==> src/rtl/arb_pkg.sv <==
// Shared types and helpers for the weighted round-robin arbiter.
package arb_pkg;

    typedef enum logic [0:0] {
        IDLE = 1'b0,
        OWN  = 1'b1
    } arb_state_e;

    function automatic int unsigned onehot2idx(input logic [31:0] oh);
        int unsigned idx;
        idx = 0;
        for (int unsigned i = 0; i < 32; i++) begin
            if (oh[i]) idx = i;
        end
        return idx;
    endfunction

endpackage

==> src/rtl/arb_rr_pick.sv <==
// Combinational rotating-priority picker: first set request at or above ptr,
// wrapping to the lowest set request when nothing at or above ptr is pending.
module arb_rr_pick
    import arb_pkg::*;
#(
    parameter int WIDTH = 4
) (
    input  logic [WIDTH-1:0]         req,
    input  logic [$clog2(WIDTH)-1:0] ptr,
    output logic [WIDTH-1:0]         onehot,
    output logic [$clog2(WIDTH)-1:0] idx,
    output logic                     any
);

    localparam int IW = $clog2(WIDTH);

    logic [WIDTH-1:0] w_ge;
    logic [WIDTH-1:0] w_hi;
    logic [WIDTH-1:0] w_sel;

    always_comb begin
        w_ge = '0;
        for (int i = 0; i < WIDTH; i++) begin
            w_ge[i] = (i >= int'(ptr));
        end
    end

    assign w_hi   = req & w_ge;
    assign w_sel  = (|w_hi) ? w_hi : req;
    // Isolate the lowest set bit of the selected half.
    assign onehot = w_sel & (-w_sel);
    assign idx    = IW'(onehot2idx(32'(onehot)));
    assign any    = |req;

endmodule

==> src/rtl/arb_wrr.sv <==
// Weighted round-robin arbiter with credit-limited grant ownership.
// Optional per-requester lock input enabled by defining ARB_WRR_LOCK_EN.
//
//   state | meaning
//   IDLE  | no owner, grant low, pick on any request
//   OWN   | grant held by r_owner until credit release or withdrawal
module arb_wrr
    import arb_pkg::*;
#(
    parameter int WIDTH    = 4,
    parameter int WEIGHT_W = 4
) (
    input  logic                        clk,
    input  logic                        rst,
    input  logic [WIDTH-1:0]            v_vld,
    input  logic [WIDTH*WEIGHT_W-1:0]   v_weight,
    input  logic                        ds_rdy,
`ifdef ARB_WRR_LOCK_EN
    input  logic [WIDTH-1:0]            v_lock,
`endif
    output logic [WIDTH-1:0]            v_grant,
    output logic [$clog2(WIDTH)-1:0]    grant_idx,
    output logic                        grant_vld
);

    localparam int IW = $clog2(WIDTH);

    arb_state_e            r_state, w_state_nxt;
    logic [WIDTH-1:0]      r_grant, w_grant_nxt;
    logic [IW-1:0]         r_owner, w_owner_nxt;
    logic [IW-1:0]         r_ptr, w_ptr_nxt;
    logic [WEIGHT_W-1:0]   r_cred, w_cred_nxt;

    logic [IW-1:0]         w_ptr_inc;
    logic [WIDTH-1:0]      w_pick_req;
    logic [IW-1:0]         w_pick_ptr;
    logic [WIDTH-1:0]      w_pick_oh;
    logic [IW-1:0]         w_pick_idx;
    logic                  w_pick_any;
    logic                  w_own_vld;
    logic                  w_lock_own;
    logic                  w_cred_one;
    logic                  w_xfer;
    logic                  w_rel;

    // Zero weight still grants one transfer.
    function automatic logic [WEIGHT_W-1:0] cred_load(
        input logic [IW-1:0]               idx,
        input logic [WIDTH*WEIGHT_W-1:0]   wv
    );
        logic [WEIGHT_W-1:0] f_w;
        f_w = '0;
        for (int i = 0; i < WIDTH; i++) begin
            if (idx == IW'(i)) f_w = wv[i*WEIGHT_W +: WEIGHT_W];
        end
        return (f_w == '0) ? WEIGHT_W'(1) : f_w;
    endfunction

`ifdef ARB_WRR_LOCK_EN
    assign w_lock_own = v_lock[r_owner];
`else
    assign w_lock_own = 1'b0;
`endif

    assign w_ptr_inc  = (r_owner == IW'(WIDTH - 1)) ? '0 : r_owner + IW'(1);
    assign w_own_vld  = v_vld[r_owner];
    assign w_cred_one = (r_cred == WEIGHT_W'(1));
    assign w_xfer     = w_own_vld & ds_rdy;
    assign w_rel      = (w_xfer & w_cred_one & ~w_lock_own) | ~w_own_vld;

    // In OWN the picker looks ahead from the post-release pointer and skips
    // the current owner, so a release can hand over on the very next edge.
    always_comb begin
        w_pick_req = v_vld;
        w_pick_ptr = r_ptr;
        if (r_state == OWN) begin
            w_pick_req = v_vld & ~r_grant;
            w_pick_ptr = w_ptr_inc;
        end
    end

    arb_rr_pick #(
        .WIDTH (WIDTH)
    ) u_pick (
        .req    (w_pick_req),
        .ptr    (w_pick_ptr),
        .onehot (w_pick_oh),
        .idx    (w_pick_idx),
        .any    (w_pick_any)
    );

    always_comb begin
        w_state_nxt = r_state;
        w_grant_nxt = r_grant;
        w_owner_nxt = r_owner;
        w_cred_nxt  = r_cred;
        w_ptr_nxt   = r_ptr;
        case (r_state)
            IDLE: begin
                if (w_pick_any) begin
                    w_state_nxt = OWN;
                    w_grant_nxt = w_pick_oh;
                    w_owner_nxt = w_pick_idx;
                    w_cred_nxt  = cred_load(w_pick_idx, v_weight);
                end
            end
            OWN: begin
                if (w_rel) begin
                    w_ptr_nxt = w_ptr_inc;
                    if (w_pick_any) begin
                        w_grant_nxt = w_pick_oh;
                        w_owner_nxt = w_pick_idx;
                        w_cred_nxt  = cred_load(w_pick_idx, v_weight);
                    end else if (w_own_vld) begin
                        w_cred_nxt  = cred_load(r_owner, v_weight);
                    end else begin
                        w_state_nxt = IDLE;
                        w_grant_nxt = '0;
                        w_cred_nxt  = '0;
                    end
                end else if (w_xfer && !w_cred_one) begin
                    // A locked transfer at cred==1 leaves the counter parked at 1.
                    w_cred_nxt = r_cred - WEIGHT_W'(1);
                end
            end
            default: begin
                w_state_nxt = IDLE;
                w_grant_nxt = '0;
            end
        endcase
    end

    always_ff @(posedge clk or posedge rst) begin
        if (rst) begin
            r_state <= IDLE;
            r_grant <= '0;
            r_owner <= '0;
            r_cred  <= '0;
            r_ptr   <= '0;
        end else begin
            r_state <= w_state_nxt;
            r_grant <= w_grant_nxt;
            r_owner <= w_owner_nxt;
            r_cred  <= w_cred_nxt;
            r_ptr   <= w_ptr_nxt;
        end
    end

    assign v_grant   = r_grant;
    assign grant_idx = r_owner;
    assign grant_vld = |r_grant;

endmodule
==> config.mk <==
export PLATFORM = sky130hd
export DESIGN_NAME = arb_wrr
export DESIGN_NICKNAME = d
export VERILOG_FILES = /design/src/rtl/arb_pkg.sv /design/src/rtl/arb_rr_pick.sv /design/src/rtl/arb_wrr.sv
export SDC_FILE = /design/constraint.sdc
export NUM_CORES = 1
export LEC_CHECK = 0
export ABC_AREA = 1
export BUFFER_PORTS_ARGS = -buffer_cell sky130_fd_sc_hd__buf_2
export CORE_AREA = 10 10 62 64
export DETAILED_ROUTE_END_ITERATION = 16
export DIE_AREA = 0 0 72 74
export PLACE_DENSITY = 0.72
export SLEW_MARGIN = 0
export SYNTH_ARGS = -nofsm -noshare
export SYNTH_HDL_FRONTEND = slang
export SYNTH_SLANG_ARGS = --single-unit
==> constraint.sdc <==
create_clock -name clk -period 6.9 [get_ports clk]
set_input_delay 1.38 -clock clk [delete_from_list [all_inputs] [get_ports clk]]
set_output_delay 1.38 -clock clk [all_outputs]
set_load 0.02 [all_outputs]
# ---- Word-level counts from Yosys, hierarchy flattened
# Cells that the tools add are included.
# Widths: inputs -> output; s select.
dict set report totals {
  ff_bits 13
  input_bits 23
  out_inout_bits 7
  wordCells 92
}
dict set report classes {
  addsub 3
  order_cmp 4
  eq_ne 11
  mux 47
  bitwise_logic 9
  n_reduce_logical 13
}
# operator n
set ops {}
lappend ops {{$mux 4} 30}
lappend ops {{$pmux 4 s2} 2}
lappend ops {{$and 4x4->4} 3}
lappend ops {{$logic_not 4->1} 3}
lappend ops {{$mux 2} 6}
lappend ops {{$reduce_or 4->1} 3}
lappend ops {{$eq 2x2->1 const B} 4}
lappend ops {{$mux 1} 6}
lappend ops {{$eq 2x1->1 const B} 2}
lappend ops {{$eq 4x1->1 const B} 1}
lappend ops {{$ge 1x2->1 const A} 2}
lappend ops {{$logic_not 2->1} 2}
lappend ops {{$ne 2x1->1 const B} 2}
lappend ops {{$neg 4->4} 1}
lappend ops {{$not 4->4} 1}
lappend ops {{$pmux 2 s2} 1}
lappend ops {{$reduce_and 2->1} 2}
lappend ops {{$sub 4x1->4 const B} 1}
lappend ops {{$lt 2x3->1 const B} 1}
lappend ops {{$ne 3x1->1 const B} 1}
lappend ops {{$ne 3x2->1 const B} 1}
lappend ops {{$reduce_and 3->1} 1}
lappend ops {{$add 2x1->2 const B} 1}
lappend ops {{$and 1x1->1} 2}
lappend ops {{7 further kinds} 8}

# ---- Logic depth before layout (Yosys ltp)
# Gate-level depths: netlist of the first run.
dict set report depth {
  word_depth 25
  ltp_mapped 19
  mapped_depth_nobuf 19
}

# ---- Modules after synthesis
# A second synthesis of the first run with hierarchy kept.
dict set report unflattened {
  hier_cells 201
  hier_area_um2 1312.5
}
# mod n_inst cells_each area_each_um2 seq_area_each_um2
set modules_own_cells {}
lappend modules_own_cells {arb_wrr 1 176 1189.9 325.3}
lappend modules_own_cells {arb_rr_pick 1 25 122.6 0.0}

# ---- Worst setup path before layout of the first run
# OpenSTA, ideal clock, no wires.
dict set report synth_timing {
  path_kind {input-to-reg}
  start {in v_vld[0]}
  end {reg r_cred[0]}
  setup_time_ps 77
  arrival_time_ps 2916
  t_required_ps 6823
  path_slack_ps 3907
  stages 16
  path_buffers 0
  path_cell_list {inv_1 a21oi_1 nand2_1 nor2_1 nor2_1 nand3_1 nand2_1 nand3_1 nand2_1 clkinv_1 nand2_1 a21oi_1 nand3_1 nand2_1 nand2_1 a21oi_1}
}
dict set report synth_via {
  elab_chain_len 23
  elab_cells_between_ends 42
  classes_between {add/sub: 1; eq/ne: 5; mux: 22; bitwise: 7; reduce/logical: 7}
}
# item line
set synth_rtl {}
lappend synth_rtl {{from (decl)} arb_wrr.sv:15} ;# input logic [WIDTH-1:0] v_vld,
lappend synth_rtl {{$and 4x4->4} arb_wrr.sv:77} ;# w_pick_req = v_vld & ~r_grant;
lappend synth_rtl {{$mux 4} arb_wrr.sv:76} ;# if (r_state == OWN) begin
lappend synth_rtl {{$and 4x4->4} arb_rr_pick.sv:28} ;# assign w_hi = req & w_ge;
lappend synth_rtl {{$reduce_or 4->1} arb_rr_pick.sv:29} ;# assign w_sel = (|w_hi) ? w_hi : req;
lappend synth_rtl {{$mux 4} arb_rr_pick.sv:29}
lappend synth_rtl {{$neg 4->4} arb_rr_pick.sv:31} ;# assign onehot = w_sel & (-w_sel);
lappend synth_rtl {{$and 4x4->4} arb_rr_pick.sv:31}
lappend synth_rtl {{$mux 1} arb_pkg.sv:13} ;# if (oh[i]) idx = i;
lappend synth_rtl {{[7 not listed]} n/a}
lappend synth_rtl {{$mux 4} {arb_wrr.sv:100, arb_wrr.sv:110}}
lappend synth_rtl {{$mux 4} arb_wrr.sv:108} ;# if (w_rel) begin
lappend synth_rtl {{$mux 4} arb_wrr.sv:98} ;# case (r_state)
lappend synth_rtl {{$logic_not 4->1} arb_wrr.sv:56} ;# return (f_w == '0) ? WEIGHT_W'(1) : f_w;
lappend synth_rtl {{$mux 4} arb_wrr.sv:56}
lappend synth_rtl {{$mux 4} arb_wrr.sv:110} ;# if (w_pick_any) begin
lappend synth_rtl {{$mux 4} arb_wrr.sv:108}
lappend synth_rtl {{$pmux 4 s2} arb_wrr.sv:98}
lappend synth_rtl {{to (signal assigned)} arb_wrr.sv:144} ;# r_cred <= w_cred_nxt;
lappend synth_rtl {{to (decl)} arb_wrr.sv:32} ;# logic [WEIGHT_W-1:0] r_cred, w_cred_nxt;
# Parallel ways exist; a longest one is shown, timed or not. The select of a mux whose other input is x is not followed.
# A chain may end at the register's enable or synchronous reset.

# ---- Worst setup path in the final report of the first run
dict set report layout_timing {
  start {in v_vld[0]}
  end {reg r_cred[3]}
}
# The elaborated chain is that of the path after synthesis.

==> impl_metrics.json, run 1 <==
{
  "syn-cell-area_um2": 1297,
  "drt_first_pass_iters": 4,
  "floorplan.initialDensity": 0.4873,
  "post_layout_net_count": 271,
  "ys_seq_elements": 13,
  "crit_path_max_incr_delay_ns": 0.36,
  "setup_viol_count_final": 0,
  "timing.critical_path.to": "r_cred[3]",
  "r2r-end": "r_cred[0]",
  "cts-hold-fix-buffers": 0,
  "clk_pin_slew_ns": 0.09,
  "max-clock-path-buffers": 2,
  "grt_max_degree": 15,
  "synth_sequential_area_ratio": 0.2507,
  "grt_first_pass_wirelength_mm": 6.003,
  "ctsHtreeMaxLevel": 1,
  "critPathSlowestCell": "a21oi_1",
  "worst_slew_pin_slew_ns": 0.6791,
  "hold-path-cell-count": 2,
  "worst_path_dominant_cell_family": "compound AO/OA/AOI/OAI gates",
  "clock_sink_count": 13,
  "finalMaxSlewViolations": 0,
  "cp_num_cells": 15,
  "critical_path_required_ns": 7.11,
  "die_footprint_um2": 5328,
  "number_of_nets_with_antenna_violations_after_routing": 0,
  "dp_cells": 268,
  "crit_arrival_ns": 3.31,
  "cts_post_setup_buffers_inserted": 0,
  "min-delay-path-class": "register to register",
  "yosys_warnings": 0,
  "cap_violations": 0,
  "fin_setup_tns_ns": 0,
  "design.portCount": 30,
  "grt_setup_unrepaired": "false",
  "critical_path.max_fanout": 6,
  "place.detailed.hpwl_mm": 2.858,
  "timing.critical_path.to_type": "register",
  "pwr_density_cell_nw_per_um2": 501.8,
  "viasPerCell": 5.265,
  "final_hold_viol_count": 0,
  "synth_largest_type_area_fraction": 0.2507,
  "total_leakage_power_uw": 0.0008262,
  "gp_routability_congestion": 0.9062,
  "timing.max_slew.rel_slack": 0.5435,
  "cts-resized-gates": 0,
  "portBuffers": 29,
  "antenna_violations_before_repair": 0,
  "clock_tree.root_cell": "clkbuf_4",
  "cts_tree": "yes",
  "first_global_vias": 1394,
  "cp_num_buf_inv": 2,
  "status": "completed",
  "path_cells": "buf_2, inv_1, a21oi_1, nand2_1, nor2_1, nor2_1, nand3_1, nand2_1, o21ai_2, nand2_1, nand2_1, a21oi_1, o21ai_0, nor2_1, a21oi_1",
  "coreArea_um2": 2663,
  "routed_wire_length_per_instance_um": 12.92,
  "synth_fp_nets": 238,
  "peakVddDrop_uv": 249.5,
  "post-route-cell-area_um2": 1500,
  "layout-drive-gt1-share": 0.1743,
  "critical_path_origin": "v_vld[0]",
  "synth.avg_cell_area_um2": 6.208,
  "r2r.worst_path.cells": 13,
  "postRouteWirelength_mm": 3.515,
  "global_route.usage.total": 0.1333,
  "yosys.cell_types.count": 29,
  "number_of_buffers_created_by_cts": 3,
  "antenna_cells": 0,
  "fp_rows": 19,
  "num_vias": 1432,
  "critical_path_launch_point_type": "input pin",
  "reg2reg_slack_ns": 4.13,
  "drc_errors": 0,
  "drt_first_iter_violations": 126,
  "cp_common_cell": "nand2_1",
  "crit_type": "input pin to register",
  "layout_min_cycle_time_ns": 3.092,
  "layoutNonFillerInstCount": 272,
  "clock_insertion_delay_worst_skew_ns": 0.28,
  "syn2layout_area_growth_pct": 15.62,
  "die-height_um": 74,
  "worst_skew_ns": 0.006083,
  "post_synth_inst_count": 209,
  "synth_top_area_cell": "dfrtp_1",
  "post-route-period-util": 0.4482,
  "place_area_um2": 1474,
  "synth.area.top_cells": "dfrtp_1 (25%), nand2_1 (18%), inv_1 (7.8%)",
  "dieWidth_um": 72,
  "crit-reg2reg-launch": "grant_idx[0]",
  "grt-ovfl-total": 0,
  "max_freq_ghz": 0.3234
}
==> flip-flops by register name, indices dropped and copies added (netlist names) <==
register	count
r_ptr	2
r_state	1
v_grant	4
r_cred	4
grant_idx	2
==> where the power goes <==
group	total, uW	switching (uW)	internal [uW]
clock	50.9	28.4	22.5
sequential	147	35.1	112
combinational	555	361	194
total	753	425	328
==> per-stage QoR <==
stage	total power [uW]	hold WS, ns	util	setup WS (ns)
finish	752.8	0.4953	0.5634	3.808
global route	842.6	0.5285	0.5634	3.586
CTS	748.2	0.4931	0.5634	3.819
detailed placement	697.5	0.4700	0.5536	3.540
global placement	697.3	0.4748	0.5536	3.570
floorplan	571.2	0.4492	-	3.907
==> per-layer routing <==
metal / vias up / GRT usage / part of all wire
li1: 751 / - / -
met4: 0 / 0.06452 / 0.020
met5: - / 0 / 0
met3: 6 / 0.03059 / 0.067
met1: 620 / 0.1734 / 0.49
met2: 55 / 0.2029 / 0.43
==> worst register-to-register path, cell delays in order, from the launching register on <==
cell and delay (ns):
dfrtp_1 0.52, inv_1 0.14, ha_1 0.34, nand2_1 0.08
nand2_1 0.10, nor2_1 0.11, nor2_1 0.08, a31oi_4 0.32
nand3_1 0.31, or2_2 0.36, o211ai_1 0.12, nand2_1 0.08
nand2_1 0.06, a21oi_1 0.06
==> cell usage after synthesis <==
library cell,n
a21boi_2,1
a21oi_1,18
a221oi_1,1
a22oi_1,1
a31oi_4,1
buf_4,1
clkinv_1,1
dfrtp_1,13
ha_1,6
inv_1,27
inv_2,3
nand2_1,63
nand2_2,1
nand3_1,14
nand3_4,1
nand3b_1,1
nand4_1,2
nor2_1,23
nor4_2,1
o211ai_1,1
o21ai_0,15
o21ai_2,1
o21bai_1,2
o22ai_1,2
o31ai_1,3
or2_1,2
or2_2,1
or4_1,1
xor2_1,2
==> layout make-up <==
cell class              instances  area [um^2]
multi-input cells             164        848.3
repair buffers                 29        145.1
inverters                      31        116.4
clock buffers                   4        26.28
flip-flops and latches         13        325.3
well taps                      31        38.79
fillers                       271         1162
==> cells in the final DEF (no fill, tap or decap) <==
cell type	count
nor2_1	23
dfrtp_1	13
a21oi_1	18
clkbuf_1	1
o21ai_2	1
a22oi_1	1
or2_1	2
o21ai_0	15
o211ai_1	1
o21bai_1	2
ha_1	6
nand3_1	14
or2_2	1
nand3b_1	1
clkinv_1	1
nand4_1	2
nor4_2	1
o31ai_1	3
o22ai_1	2
or4_1	1
xor2_1	2
a221oi_1	1
nand3_4	1
inv_1	27
buf_2	29
nand2_2	1
a21boi_2	1
a31oi_4	1
nand2_1	63
clkbuf_4	3
inv_2	3
==> how the worst min path moves through the flow <==
stage	from	endpoint	slack [ns]
after CTS	r_ptr[0]	r_ptr[0]	0.49
final	r_ptr[0]	r_ptr[0]	0.50
after global placement	r_ptr[0]	r_ptr[0]	0.47
after floorplan	r_ptr[0]	r_ptr[0]	0.45
after global routing	r_ptr[0]	r_ptr[0]	0.53
after detailed placement	r_ptr[0]	r_ptr[0]	0.47
==> cells by family after synthesis <==
logic type | synth area share
XOR/XNOR | 0.01350
AND/OR/NAND/NOR | 0.3665
flip-flops | 0.2507
AO/OA/AOI/OAI | 0.2160
adder cells (fa/ha/maj) | 0.05786
buffers and inverters | 0.09547
Power figures use the tool's default switching activity.
==> run 2: changes to the inputs <==
--- a/config.mk
+++ b/config.mk
@@ -5,12 +5,12 @@
 export SDC_FILE = /design/constraint.sdc
 export NUM_CORES = 1
 export LEC_CHECK = 0
-export ABC_AREA = 1
+export ABC_AREA = 0
 export BUFFER_PORTS_ARGS = -buffer_cell sky130_fd_sc_hd__buf_2
-export CORE_AREA = 10 10 62 64
+export CORE_AREA = 10 10 64 66
 export DETAILED_ROUTE_END_ITERATION = 16
-export DIE_AREA = 0 0 72 74
-export PLACE_DENSITY = 0.72
+export DIE_AREA = 0 0 74 76
+export PLACE_DENSITY = 0.71
 export SLEW_MARGIN = 0
 export SYNTH_ARGS = -nofsm -noshare
 export SYNTH_HDL_FRONTEND = slang
==> constraint.sdc (replaced) <==
create_clock -name clk -period 2.54 [get_ports clk]
set_input_delay 0.508 -clock clk [delete_from_list [all_inputs] [get_ports clk]]
set_output_delay 0.508 -clock clk [all_outputs]
set_load 0.02 [all_outputs]
==> impl_metrics.json, run 2 <==
{
  "power_frac_comb": 0.756,
  "first_global_vias": 1425,
  "place_area_um2": 1580,
  "floorplan.initialDensity": 0.4543,
  "post-route-period-util": 0.9831,
  "timing.max_slew.rel_slack": 0.6095,
  "dieWidth_um": 74,
  "crit-reg2reg-launch": "grant_idx[1]",
  "setup_viol_count_final": 0,
  "grt_first_pass_wirelength_mm": 6.492,
  "dp_cells": 238,
  "layout_min_cycle_time_ns": 2.497,
  "syn-cell-area_um2": 1330,
  "viasPerCell": 6.109,
  "portBuffers": 29,
  "ctsHtreeMaxLevel": 1,
  "synth_largest_type_area_fraction": 0.2446,
  "critical_path_required_ns": 2.77,
  "finalMaxSlewViolations": 0,
  "routed_wire_length_per_instance_um": 17.19,
  "ys_seq_elements": 13,
  "max-clock-path-buffers": 2,
  "number_of_nets_with_antenna_violations_after_routing": 0,
  "critical_path_origin": "grant_idx[1]",
  "num_vias": 1509,
  "synthFlopType": "dfrtp_1",
  "cap_violations": 0,
  "layout-drive-gt1-share": 0.3411,
  "swShare": 0.5050,
  "crit_type": "register to register",
  "total_leakage_power_uw": 0.0007945,
  "die_footprint_um2": 5624,
  "yosys_warnings": 0,
  "synth.avg_cell_area_um2": 7.917,
  "fin_util": 0.5842,
  "design.portCount": 30,
  "antenna_cells": 0,
  "worst_skew_ns": 0.01224,
  "number_of_enable_type_register_cells_in_the_synthesized_netlist": 0,
  "netSwitchingPower_uw": 1194,
  "yosys.cell_types.count": 58,
  "fin_setup_tns_ns": 0,
  "worst_slew_pin_slew_ns": 0.5851,
  "grt_max_degree": 18,
  "peakVddDrop_uv": 884.5,
  "synth_sequential_area_ratio": 0.2446,
  "synth_fp_nets": 197,
  "mostFrequentLayoutCell": "buf_2",
  "drt_first_pass_iters": 4,
  "crit_arrival_ns": 2.72,
  "die-height_um": 76,
  "drt_first_iter_violations": 114,
  "seqPwrFrac": 0.183,
  "coreArea_um2": 2928,
  "drc_errors": 0,
  "gp_routability_congestion": 0.9978,
  "number_of_buffers_created_by_cts": 3,
  "grt_setup_unrepaired": "true",
  "post-route-cell-area_um2": 1710,
  "cts_tree": "yes",
  "grt-ovfl-total": 0,
  "min-delay-path-class": "input pin to asynchronous set/reset pin",
  "fp_rows": 20,
  "status": "completed",
  "syn2layout_area_growth_pct": 28.60,
  "post_synth_inst_count": 168,
  "timing.critical_path.to_type": "register",
  "power.share.clock": 0.061,
  "antenna_violations_before_repair": 0,
  "clock_sink_count": 13,
  "critical_path.max_fanout": 6,
  "max_freq_ghz": 0.4005,
  "commonest_non_fill_non_tap_cells_in_the_layout": "buf_2 (29), nand2_1 (28), buf_4 (16), o21ai_0 (15), a21oi_1 (14)",
  "pwr_density_cell_nw_per_um2": 1382,
  "synth.cells.most_frequent": "nand2_1 (28), o21ai_0 (16), a21oi_1 (15), dfrtp_1 (13), inv_1 (12)",
  "global_route.usage.total": 0.1374,
  "clk_pin_slew_ns": 0.10,
  "synth.most_common_cell": "nand2_1",
  "synth.area.top_cells": "dfrtp_1 (24%), nand2_1 (7.9%), o21ai_0 (6.0%)",
  "r2r.worst_path.cells": 9,
  "layoutNonFillerInstCount": 247,
  "post_layout_net_count": 244,
  "synth-async-reset-ratio": 1.000,
  "final_hold_viol_count": 0,
  "layout.filler_cells": 272,
  "clock_tree.root_cell": "clkbuf_4",
  "cell_internal_pwr_uw": 1170,
  "place.detailed.hpwl_mm": 3.307,
  "postRouteWirelength_mm": 4.245,
  "synth_top_area_cell": "dfrtp_1",
  "clock_insertion_delay_worst_skew_ns": 0.29,
  "critical_path_launch_point_type": "register"
}
## run 2: cell types whose count changed after synthesis, sizes merged, moves of 3 or more
| cell | before | now |
|---|---|---|
| inv | 30 | 13 |
| a21oi | 18 | 15 |
| nor2 | 23 | 11 |
| nand3 | 15 | 3 |
| a21boi | 1 | 4 |
| nor3 | 0 | 3 |
| nor3b | 0 | 3 |
| nand2 | 64 | 28 |
## run 2: worst max-delay path: stages, from the launching register on
cell      delay, ns
dfrtp_1        0.44
inv_1          0.11
ha_4           0.33
nor2b_4        0.06
a21oi_1        0.28
o21a_1         0.29
a21o_1         0.20
o221ai_1       0.15
or3_1          0.40
a31oi_2        0.16
## run 2: layout make-up
type                            count  area (um^2)  area share
Sequential cell                    13        327.8      0.1917
Tap cell                           33        41.29     0.02414
Multi-Input combinational cell    138        989.7      0.5786
Clock buffer                        4        26.28     0.01536
Inverter                           13        48.80     0.02853
Timing Repair Buffer               46        276.5      0.1617
## run 2: routing by layer
metal	wire (um)	GRT usage	vias up
met5	0	0	-
met4	129	0.06903	0
met3	373	0.03255	14
met2	1869	0.2031	80
met1	1871	0.1781	695
li1	-	-	720
## run 2: repair_timing
| item | in CTS | in global routing |
|---|---|---|
| pin swaps | 4 | 7 |
| endpoints found under the setup margin | 1 | 4 |
| resized for setup | 5 | 10 |
| setup buffers | 1 | 4 |
| hold buffers | 0 | 0 |
## run 2: kinds of logic (layout without fill, tap and decap cells)
group	count (synthesis)	after routing	share of synthesized area
mux	3	3	0.03292
simple gates	59	59	0.2192
fa+ha+maj	6	6	0.05644
flops	13	13	0.2446
compound gates	68	68	0.3763
buf+inv	17	63	0.05737
xor+xnor	2	2	0.01317
## run 2: final timing paths
check / endpoint / slack [ns]
max in group asynchronous: r_state / 1.86
worst max-delay path: r_cred[0] / 0.04
min in group clk: r_cred[3] / 0.54
worst max register to register: r_cred[0] / 0.04
worst min-delay path: v_grant[1] / 0.26
worst min register to register: r_cred[3] / 0.54
## run 2: stage by stage
step	total power, uW	setup WS, ns	hold slack (ns)
CTS	2164	0.004426	0.2688
finish	2364	0.04302	0.2556
global route	2539	-0.04023	0.2987
floorplan	1531	0.04913	0.3849
detailed placement	1978	-0.01827	0.5274
global placement	1931	0.05725	0.5240
## run 2: power groups by stage
stage	clock [uW]	sequential, uW	combinational (uW)
after floorplan	0	439	1090
after global placement	0	416	1510
after detailed placement	0	426	1550
after CTS	141	425	1600
after global routing	147	448	1940
final	144	433	1790
